File: src/rtl/instruction_prefetch_queue_pkg.sv
// rtl/instruction_prefetch_queue_pkg.sv - shared word geometry and opcode encodings for the prefetch queue
package instruction_prefetch_queue_pkg;

  localparam int IPQ_DATAWIDTH    = 8;
  localparam int IPQ_OPCODE_WIDTH = 3;
  localparam int IPQ_DEPTH_LOG2   = 2;

  // Opcode encodings consumed by the decode stage downstream of the IR.
  typedef enum logic [IPQ_OPCODE_WIDTH-1:0] {
    OP_HLT = 3'b000,
    OP_SKZ = 3'b001,
    OP_ADD = 3'b010,
    OP_AND = 3'b011,
    OP_XOR = 3'b100,
    OP_LDA = 3'b101,
    OP_STO = 3'b110,
    OP_JMP = 3'b111
  } opcode_e;

endpackage

File: src/rtl/ipq_storage.sv
// rtl/ipq_storage.sv - DEPTH x DATAWIDTH register array, one sync write port, one async read port
module ipq_storage
  import instruction_prefetch_queue_pkg::*;
#(
  parameter int DATAWIDTH  = IPQ_DATAWIDTH,
  parameter int DEPTH_LOG2 = IPQ_DEPTH_LOG2
) (
  input  logic                  clk,
  input  logic                  we,
  input  logic [DEPTH_LOG2-1:0] waddr,
  input  logic [DATAWIDTH-1:0]  wdata,
  input  logic [DEPTH_LOG2-1:0] raddr,
  output logic [DATAWIDTH-1:0]  rdata
);

  localparam int DEPTH = 1 << DEPTH_LOG2;

  // Contents are qualified by the queue pointers, so the array carries no reset.
  logic [DATAWIDTH-1:0] mem [DEPTH];

  always_ff @(posedge clk) begin
    if (we) begin
      mem[waddr] <= wdata;
    end
  end

  assign rdata = mem[raddr];

endmodule

File: src/rtl/instruction_prefetch_queue.sv
// rtl/instruction_prefetch_queue.sv - prefetch FIFO feeding the instruction register
// Define IPQ_FLUSH_EN to add the flush port used to discard the queue on a taken branch.
module instruction_prefetch_queue
  import instruction_prefetch_queue_pkg::*;
#(
  parameter int DATAWIDTH    = IPQ_DATAWIDTH,
  parameter int OPCODE_WIDTH = IPQ_OPCODE_WIDTH,
  parameter int DEPTH_LOG2   = IPQ_DEPTH_LOG2
) (
  input  logic                              clk,
  input  logic                              clr,
`ifdef IPQ_FLUSH_EN
  input  logic                              flush,
`endif
  input  logic [DATAWIDTH-1:0]              in_data,
  input  logic                              in_valid,
  output logic                              in_ready,
  input  logic                              load,
  output logic [DATAWIDTH-1:0]              ir_out,
  output logic [OPCODE_WIDTH-1:0]           opcode,
  output logic [DATAWIDTH-OPCODE_WIDTH-1:0] operand,
  output logic                              ir_valid,
  output logic [DEPTH_LOG2:0]               count
);

  localparam int                DEPTH     = 1 << DEPTH_LOG2;
  localparam logic [DEPTH_LOG2:0] DEPTH_CNT = (DEPTH_LOG2+1)'(DEPTH);

  logic [DEPTH_LOG2-1:0] wr_ptr;
  logic [DEPTH_LOG2-1:0] rd_ptr;
  logic [DATAWIDTH-1:0]  head_data;
  logic                  full;
  logic                  empty;
  logic                  push;
  logic                  pop;
  logic                  hold_off;

  assign full     = (count == DEPTH_CNT);
  assign empty    = (count == '0);
  assign in_ready = !full;
  assign push     = in_valid && in_ready;
  assign pop      = load && !empty;

`ifdef IPQ_FLUSH_EN
  assign hold_off = clr || flush;
`else
  assign hold_off = clr;
`endif

  ipq_storage #(
    .DATAWIDTH  (DATAWIDTH),
    .DEPTH_LOG2 (DEPTH_LOG2)
  ) u_storage (
    .clk   (clk),
    .we    (push && !hold_off),
    .waddr (wr_ptr),
    .wdata (in_data),
    .raddr (rd_ptr),
    .rdata (head_data)
  );

  always_ff @(posedge clk) begin
    if (clr) begin
      wr_ptr   <= '0;
      rd_ptr   <= '0;
      count    <= '0;
      ir_out   <= '0;
      ir_valid <= 1'b0;
    end
`ifdef IPQ_FLUSH_EN
    else if (flush) begin
      // IR keeps its last word; only the speculative queue contents are dropped.
      wr_ptr   <= '0;
      rd_ptr   <= '0;
      count    <= '0;
      ir_valid <= 1'b0;
    end
`endif
    else begin
      if (push) begin
        wr_ptr <= wr_ptr + 1'b1;
      end
      if (load) begin
        // A load on an empty queue is a bubble: IR holds but is marked stale.
        ir_valid <= pop;
        if (pop) begin
          ir_out <= head_data;
          rd_ptr <= rd_ptr + 1'b1;
        end
      end
      if (push && !pop) begin
        count <= count + 1'b1;
      end else if (pop && !push) begin
        count <= count - 1'b1;
      end
    end
  end

  assign opcode  = ir_out[DATAWIDTH-1 -: OPCODE_WIDTH];
  assign operand = ir_out[DATAWIDTH-OPCODE_WIDTH-1:0];

endmodule

File: config.mk
export PLATFORM = sky130hd
export DESIGN_NAME = instruction_prefetch_queue
export DESIGN_NICKNAME = d
export VERILOG_FILES = /design/src/rtl/instruction_prefetch_queue_pkg.sv /design/src/rtl/ipq_storage.sv /design/src/rtl/instruction_prefetch_queue.sv
export SDC_FILE = /design/constraint.sdc
export NUM_CORES = 1
export LEC_CHECK = 0
export CAP_MARGIN = 20
export CORE_MARGIN = 1
export CORE_UTILIZATION = 41
export DETAILED_ROUTE_END_ITERATION = 7
export DONT_BUFFER_PORTS = 1
export PLACE_DENSITY = 0.63
export SKIP_LAST_GASP = 1
export SLEW_MARGIN = 20
export SYNTH_ARGS = -nofsm -noshare
export SYNTH_HDL_FRONTEND = slang
export SYNTH_SLANG_ARGS = --single-unit
File: constraint.sdc
create_clock -name clk -period 4.7 [get_ports clk]
set_clock_uncertainty 0.05 [all_clocks]
set_input_delay 0.705 -clock clk [delete_from_list [all_inputs] [get_ports clk]]
set_output_delay 0.705 -clock clk [all_outputs]
set_load 0.05 [all_outputs]
Word-level counts from Yosys, hierarchy flattened --
Memory sizes are Yosys's and may differ from the RTL's. A register that Yosys moved wholly into a read port is not among the register bits. Cells that the tools add are included.
Word-level totals: register bits after elaboration 8, bits in latches 0, memory bits (writable) 32, memory bits (read-only) 0, input port bits 12, output and inout port bits 21, logic and storage cells 27, memories 1
Memory list:
- u_storage.mem | words 4, bits a word 8, rd ports 1, clocked after Yosys merged registers in 1, write ports 1, line ipq_storage.sv:19 | logic [DATAWIDTH-1:0] mem [DEPTH];
Cells by class: add/subtract/negate cells 4, $mul 0, div/mod/pow operators 0, $lt $le $gt $ge 0, eq/ne operators 1, shifts and indexed selects 0, muxes and demuxes 4, bitwise operators 0, reductions and logical operators 13
Operators by type and width (number):
- $mux 3 | 2
- $logic_and 1x1->1 | 5
- $logic_not 1->1 | 5
- $add 2x1->2 const B | 2
- $add 3x1->3 const B | 1
- $eq 3x3->1 const B | 1
- $logic_not 3->1 | 1
- $sub 3x1->3 const B | 1
- $mux 1 | 2
- $reduce_and 2->1 | 1
- $reduce_bool 2->1 | 1

Logic depth before layout (Yosys ltp) --
Gate-level depths: netlist of the first run.
depth after elaboration 7, mapped depth 10, depth with buffers taken out 8

Modules after synthesis --
A second synthesis of the first run with hierarchy kept.
Unflattened totals: cells, all modules 130, area, all modules 1916.8 µm²
By module, submodules not included:
- ipq_storage | instances 1, cells each 46, area an instance 1188.6 µm², seq. area each 960.9 µm²
- instruction_prefetch_queue | instances 1, cells each 84, area an instance 728.2 µm², seq. area each 320.3 µm²

Worst setup path after synthesis of the first run --
No wires, ideal clock.
path kind reg2reg, from register count[1], to register count[2], setup time 0.070 ns, data arrival time 2.298 ns, data required time 4.580 ns, slack 2.282 ns, cell stages (with the launch flop) 11, buffers on the path 2, period minus slack after synthesis 2.418 ns, path through dfxtp_1 o31a_1 buf_6 inv_4 buf_6 ha_1 inv_1 fa_1 xor2_1 or3_1 a21oi_1
Between the ends: cells in the longest elaborated chain, start to end 6, elaborated cells between the ends (all ways) 15, those cells by class add/sub: 2; eq/ne: 1; mux: 2; reduce/logical: 10
Ends and longest elaborated chain:
- start, declared | line instruction_prefetch_queue.sv:23 | output logic [DEPTH_LOG2:0] count
- start signal, assigned | line instruction_prefetch_queue.sv:92 | count <= count + 1'b1;
- start signal, assigned | line instruction_prefetch_queue.sv:94 | count <= count - 1'b1;
- parallel branches: the longest is 6 deep, another holds $sub 3x1->3
Parallel ways; which one is timed is not known. The select of a mux whose other input is x is not followed. A chain may end at the register's enable or synchronous reset.

Worst setup path in the final report of the first run --
from register count[2], to output in_ready
Between the ends: cells in the longest elaborated chain, start to end 2
Ends and longest elaborated chain:
- $eq 3x3->1 | line instruction_prefetch_queue.sv:38 | assign full = (count == DEPTH_CNT);
- $logic_not 1->1 | line instruction_prefetch_queue.sv:40 | assign in_ready = !full;
- end, declared | line instruction_prefetch_queue.sv:17 | output logic in_ready,
No other way between the ends.

==> results.py, run 1 <==
metrics = {
    "status": {
        "outcome": "completed",
    },
    "floorplanning": {
        "floorplan.initialDensity_pct": 43.8,
        "die_area_mm2": 0.00507,
        "number_of_i_o_pins": 33,
        "die_h_um": 71.2,
        "core.rowCount": 24,
        "fp.dieW_um": 71.2,
        "design.core.area_mm2": 0.00447,
    },
    "sta": {
        "slew_violations": 0,
        "layout_worst_path_cycle_share_pct": 57.5,
        "relSlewSlack_pct": 34.4,
        "timing_worst_slew_pin_value_ns": 0.983,
        "final-setup-viol-count": 0,
        "unrepaired_setup_endpoints_after_global_routing": "no",
        "report.final.hold_viol_count": 0,
        "finalWorstPathRequiredPeriod_ns": 2.70,
        "max_freq_mhz": 370,
        "final.setup.tns_ns": 0,
    },
    "worst_setup_path": {
        "ff2ff_path_depth": 8,
        "cp_data_required_time_ns": 3.94,
        "critical_path.cell_chain": "nor3b_1 -> inv_1",
        "timing.setup.critical_path_class": "reg -> out",
        "r2r_startpoint": "count[1]$_SDFFE_PP0P_",
        "worst_setup_path_end_kind": "primary output",
        "r2r-end": "count[2]$_SDFFE_PP0P_",
        "signal_arrival_time_at_the_worst_endpoint_ns": 1.95,
        "path_max_fanout": 5,
        "worst_setup_path_start_kind": "register",
        "critical-path-max-stage-delay_ns": 0.70,
        "timing.reg2reg.setup_slack_ns": 2.09,
        "critical_path.slowest_cell": "dfxtp_1",
    },
    "run": {
        "cap_viol_max_count": 0,
    },
    "pwr": {
        "total_leakage_power_nw": 0.681,
        "design_power_total_mw": 1.28,
        "vdd_drop_max_mv": 0.266,
        "powerDensity_mw_per_mm2": 622,
    },
    "yosys": {
        "yosysSeqAreaShare_pct": 65.3,
        "mappedNetlistNets": 154,
        "yosysUniqueCellTypes": 27,
        "yosysWarningCount": 0,
        "average_size_of_a_mapped_cell_um2": 14.4,
        "synth-seq-cells": 48,
        "post_synth_inst_count": 136,
        "netlist_area_pre_place_mm2": 0.00196,
    },
    "layout": {
        "layout.cells.most_common_list": "edfxtp_1, nand2_1, dfxtp_1",
        "layout.cells.most_common": "edfxtp_1",
        "layout.core_utilization_pct": 46.0,
        "syn_to_final_growth_pct": 4.85,
        "fin_nets": 147,
        "num_antenna_cells": 0,
        "layout_cells_sized_above_1_pct": 15.4,
        "post-route-cell-area_mm2": 0.00206,
    },
    "cts": {
        "cts.clk_slew.worst_paths_ns": 0.08,
        "cts_tree": "yes",
        "post_cts_setup_bufs": 0,
        "htree_levels": 2,
        "insertion_delay_ns": 0.30,
        "hold_bufs_inserted_after_cts": 0,
        "cts_repair_resize_count": 0,
        "cts.sinks": 48,
        "tritoncts.num_buffers": 5,
        "cts_root_buf": "clkbuf_8",
        "max-clock-path-buffers": 2,
    },
    "drt": {
        "route.antenna.remaining_nets": 0,
        "route.detailed.wl_per_inst_um": 16.7,
        "drt_pass1_iterations": 8,
        "dr_total_vias": 968,
        "drt-vias-per-instance": 5.32,
        "totalWireLength_um": 3040,
        "drt_first_iter_violations": 80,
        "remaining_drcs": 0,
    },
    "placement": {
        "gp_congestion": 0.749,
        "place.detailed.hpwl_um": 2080,
        "place.port_buffers": 0,
        "postPlaceCellArea_mm2": 0.00192,
    },
    "grt": {
        "grtUsageTotal_pct": 13.4,
        "grt_first_pass_wirelength_um": 4830,
        "grt_max_degree": 18,
        "grt_pass1_vias": 1008,
        "grt_remaining_overflow": 0,
        "antenna_found_initial": 0,
    },
    "hold_path": {
        "worstHoldEndpoint": "ir_out[6]$_SDFFE_PP0P_",
        "min-delay-start": "clr",
        "holdCritPathClass": "in -> reg",
        "timing.hold.worst_path_depth": 1,
    },
}
[cells by family after synthesis]
group / after synthesis / share of synthesized area [%]
XOR/XNOR: 3 / 1.34
multiplexers: 9 / 9.69
flip-flops: 48 / 65.3
buffers and inverters: 21 / 6.70
adder cells (fa/ha/maj): 6 / 4.21
AND/OR/NAND/NOR: 31 / 7.21
AO/OA/AOI/OAI: 18 / 5.55
[layout make-up]
type	instances	area, µm²
inverter	7	28.8
sequential	48	1280
clock buffer	6	72.6
multi-input combinational	67	549
tap	52	65.1
fill	381	2420
clock inverter	2	60.1
[worst max-delay path: cells and delay by family, from the launching register on]
family	cells	cell delay, ns
simple gates	1	0.54
buf+inv	1	0.40
flops	1	0.70
[state kept, by name, summed over array words and instances, names as in the netlist]
signal	cells
count	3
rd_ptr	2
u_storage.mem	32
ir_valid	1
wr_ptr	2
ir_out	8
[worst max path at each step]
stage                           from               endpoint  cells after the start
2_1_floorplan  count[1]$_SDFFE_PP0P_  count[2]$_SDFFE_PP0P_                     10
3_3_place_gp   count[1]$_SDFFE_PP0P_  count[2]$_SDFFE_PP0P_                      8
3_5_place_dp   count[1]$_SDFFE_PP0P_  count[2]$_SDFFE_PP0P_                      8
4_1_cts        count[2]$_SDFFE_PP0P_               in_ready                      2
5_1_grt        count[2]$_SDFFE_PP0P_               in_ready                      2
6_report       count[2]$_SDFFE_PP0P_               in_ready                      2
[Yosys cell counts]
| master | number | area [µm²] |
|---|---|---|
| o31a_1 | 1 | 8.76 |
| buf_2 | 1 | 5.00 |
| nor2_1 | 4 | 15.0 |
| nor3_1 | 1 | 5.00 |
| nor3b_1 | 1 | 7.51 |
| o21ai_0 | 4 | 20.0 |
| mux4_2 | 8 | 180 |
| clkbuf_1 | 1 | 3.75 |
| buf_6 | 2 | 22.5 |
| buf_1 | 1 | 3.75 |
| edfxtp_1 | 32 | 961 |
| inv_4 | 1 | 6.26 |
| a21oi_1 | 9 | 45.0 |
| nand2b_1 | 1 | 6.26 |
| and2_1 | 4 | 25.0 |
| fa_1 | 1 | 20.0 |
| ha_1 | 5 | 62.6 |
| xor2_1 | 2 | 17.5 |
| buf_4 | 9 | 67.6 |
| xnor2_1 | 1 | 8.76 |
| nand2_1 | 16 | 60.1 |
| nand3_1 | 2 | 10.0 |
| or3_1 | 2 | 12.5 |
| dfxtp_1 | 16 | 320 |
| inv_1 | 6 | 22.5 |
| a21oi_2 | 4 | 35.0 |
| mux2i_1 | 1 | 10.0 |
[report_power, final]
group          switching, mW  leakage (nW)  internal (mW)
Sequential             0.228         0.422          0.502
Clock                  0.130        0.0654          0.212
Combinational          0.107         0.193          0.102
[stage by stage]
step,cells,setup WS (ns),hold slack (ns)
after floorplan,136,2.28,0.434
after global placement,174,2.22,0.446
after detailed placement,174,2.10,0.457
after CTS,182,2.01,0.393
after global routing,182,1.81,0.390
final,182,2.00,0.405
[routing by layer]
layer | wire length [µm] | GRT usage (%) | up-vias | share of wire, %
li1 | - | - | 458 | -
met1 | 1370 | 16.5 | 464 | 45
met2 | 1410 | 20.6 | 39 | 47
met3 | 186 | 4.70 | 7 | 6.1
met4 | 71 | 7.56 | 0 | 2.3
met5 | 0 | 0 | - | 0
Note: power is estimated with default switching activity, not from simulation.
==> run 2, diff against run 1 <==
Settings changed: PLACE_DENSITY 0.63 to 0.65.
Clock period 4.7 ns to 2.3 ns, I/O delays scaled along.
==> run 2 against run 1 <==
Net effect:
- final area grew 5.7%
- die area is the same
- first-iteration DRC count shrank 11%
- critical path depth grew 6
- utilization grew 2.6 points
- count of clock-buffer cells in the layout stayed put
- register-to-register slack got worse by 1.9 ns
- setup slack got worse by 1.8 ns
- combinational power rose to 4.1 times the previous value
- routed wire length up 7.7%
- critical endpoint is now count[2]$_SDFFE_PP0P_
- largest power group unchanged
- highest routed layer unchanged
==> results.py, run 2 (synthesis gave the netlist of run 1 again) <==
metrics = {
    "hold_path": {
        "holdCritPathClass": "in -> reg",
        "timing.hold.worst_path_depth": 1,
        "min-delay-start": "clr",
        "worstHoldEndpoint": "count[0]$_SDFFE_PP0P_",
    },
    "sta": {
        "max_freq_mhz": 469,
        "slew_violations": 0,
        "final-setup-viol-count": 0,
        "unrepaired_setup_endpoints_after_global_routing": "no",
        "layout_worst_path_cycle_share_pct": 92.7,
        "relSlewSlack_pct": 58.1,
        "report.final.hold_viol_count": 0,
        "timing_worst_slew_pin_value_ns": 0.627,
        "final.setup.tns_ns": 0,
        "finalWorstPathRequiredPeriod_ns": 2.13,
    },
    "worst_setup_path": {
        "timing.reg2reg.setup_slack_ns": 0.17,
        "r2r_startpoint": "count[2]$_SDFFE_PP0P_",
        "r2r-end": "count[2]$_SDFFE_PP0P_",
        "signal_arrival_time_at_the_worst_endpoint_ns": 2.30,
        "cp_data_required_time_ns": 2.46,
        "ff2ff_path_depth": 8,
        "worst_setup_path_end_kind": "register",
        "path_max_fanout": 5,
        "worst_setup_path_start_kind": "register",
        "timing.setup.critical_path_class": "reg -> reg",
    },
    "cts": {
        "hold_bufs_inserted_after_cts": 0,
        "tritoncts.num_buffers": 5,
        "cts_tree": "yes",
        "htree_levels": 2,
        "insertion_delay_ns": 0.30,
        "max-clock-path-buffers": 2,
        "cts_repair_resize_count": 0,
        "cts.sinks": 48,
        "cts_root_buf": "clkbuf_8",
        "post_cts_setup_bufs": 0,
        "cts.clk_slew.worst_paths_ns": 0.08,
    },
    "layout": {
        "layout_cells_sized_above_1_pct": 26.2,
        "largestRegisters": "u_storage.mem x32, ir_out x8, count x3",
        "layout.cells.most_common_list": "edfxtp_1, nand2_1, buf_4",
        "syn_to_final_growth_pct": 10.8,
        "num_antenna_cells": 0,
        "regMostFlops": "u_storage.mem",
        "largest_register_ffs": 32,
        "layout.cells.most_common": "edfxtp_1",
        "fin_nets": 162,
    },
    "drt": {
        "drt_pass1_iterations": 6,
        "dr_total_vias": 1004,
        "totalWireLength_um": 3270,
        "route.antenna.remaining_nets": 0,
        "remaining_drcs": 0,
        "drt_first_iter_violations": 71,
        "route.detailed.wl_per_inst_um": 16.6,
        "drt-vias-per-instance": 5.10,
    },
    "floorplanning": {
        "fp.dieW_um": 71.2,
        "design.core.area_mm2": 0.00447,
        "floorplan.initialDensity_pct": 43.8,
        "core.rowCount": 24,
        "die_area_mm2": 0.00507,
        "die_h_um": 71.2,
        "number_of_i_o_pins": 33,
    },
    "pwr": {
        "vdd_drop_max_mv": 0.492,
        "total_leakage_power_nw": 0.759,
        "powerDensity_mw_per_mm2": 1260,
        "design_power_total_mw": 2.74,
    },
    "grt": {
        "grt_max_degree": 18,
        "grt_remaining_overflow": 0,
        "antenna_found_initial": 0,
        "grt_pass1_vias": 1045,
        "grtUsageTotal_pct": 14.1,
        "grt_first_pass_wirelength_um": 5200,
    },
    "placement": {
        "place.detailed.hpwl_um": 2280,
        "gp_congestion": 0.713,
        "place.port_buffers": 0,
    },
    "run": {
        "cap_viol_max_count": 0,
    },
    "status": {
        "outcome": "completed",
    },
}
==> run 2: layout make-up <==
cell class / instances / area [µm²]
Clock inverter: 2 / 60.1
Multi-Input combinational cell: 67 / 549
Inverter: 7 / 28.8
Tap cell: 52 / 65.1
Fill cell: 375 / 2300
Sequential cell: 48 / 1280
Clock buffer: 6 / 72.6
Timing Repair Buffer: 15 / 113
==> run 2: worst max path at each step <==
stage	endpoint	slack (ns)	from	cells after the start
finish	count[2]$_SDFFE_PP0P_	0.17	count[2]$_SDFFE_PP0P_	8
global route	count[2]$_SDFFE_PP0P_	0.08	count[2]$_SDFFE_PP0P_	8
CTS	count[2]$_SDFFE_PP0P_	0.07	count[2]$_SDFFE_PP0P_	8
detailed placement	count[2]$_SDFFE_PP0P_	0.09	count[2]$_SDFFE_PP0P_	8
global placement	count[2]$_SDFFE_PP0P_	0.23	count[2]$_SDFFE_PP0P_	8
floorplan	count[2]$_SDFFE_PP0P_	0.007	count[2]$_SDFFE_PP0P_	10
==> run 2: metal layers <==
layer	vias to the layer above	global-route usage (%)	wire length, µm
li1	491	-	-
met5	-	0	0
met2	27	23.2	1540
met3	7	4.56	195
met1	479	17.5	1480
met4	0	5.33	49
==> run 2: where the power goes <==
| part | internal (mW) | leakage (nW) | switching, mW | total, mW |
|---|---|---|---|---|
| sequential | 1.03 | 0.423 | 0.149 | 1.18 |
| combinational | 0.300 | 0.271 | 0.553 | 0.852 |
| clock | 0.434 | 0.0654 | 0.270 | 0.704 |
| total | 1.76 | 0.759 | 0.971 | 2.74 |
==> run 2: worst max-delay path: stages, from the launching register on <==
cell and delay (ns):
dfxtp_2 0.35, o31a_1 0.35, inv_4 0.07, ha_1 0.17, inv_1 0.06, fa_1 0.37
xor2_1 0.16, or3_1 0.31, a21oi_1 0.17
==> run 2: through the flow <==
| step | cells | util (%) | setup WS, ns | hold WS (ns) | cell area, µm² |
|---|---|---|---|---|---|
| final | 197 | 48.6 | 0.167 | 0.0596 | 2170 |
| after floorplan | 136 | - | 0.00728 | 0.394 | 1970 |
| after CTS | 195 | 48.2 | 0.0732 | 0.0481 | 2160 |
| after detailed placement | 187 | 45.3 | 0.0866 | 0.362 | 2030 |
| after global placement | 187 | 45.3 | 0.228 | 0.359 | 2030 |
| after global routing | 197 | 48.6 | 0.0787 | 0.0412 | 2170 |
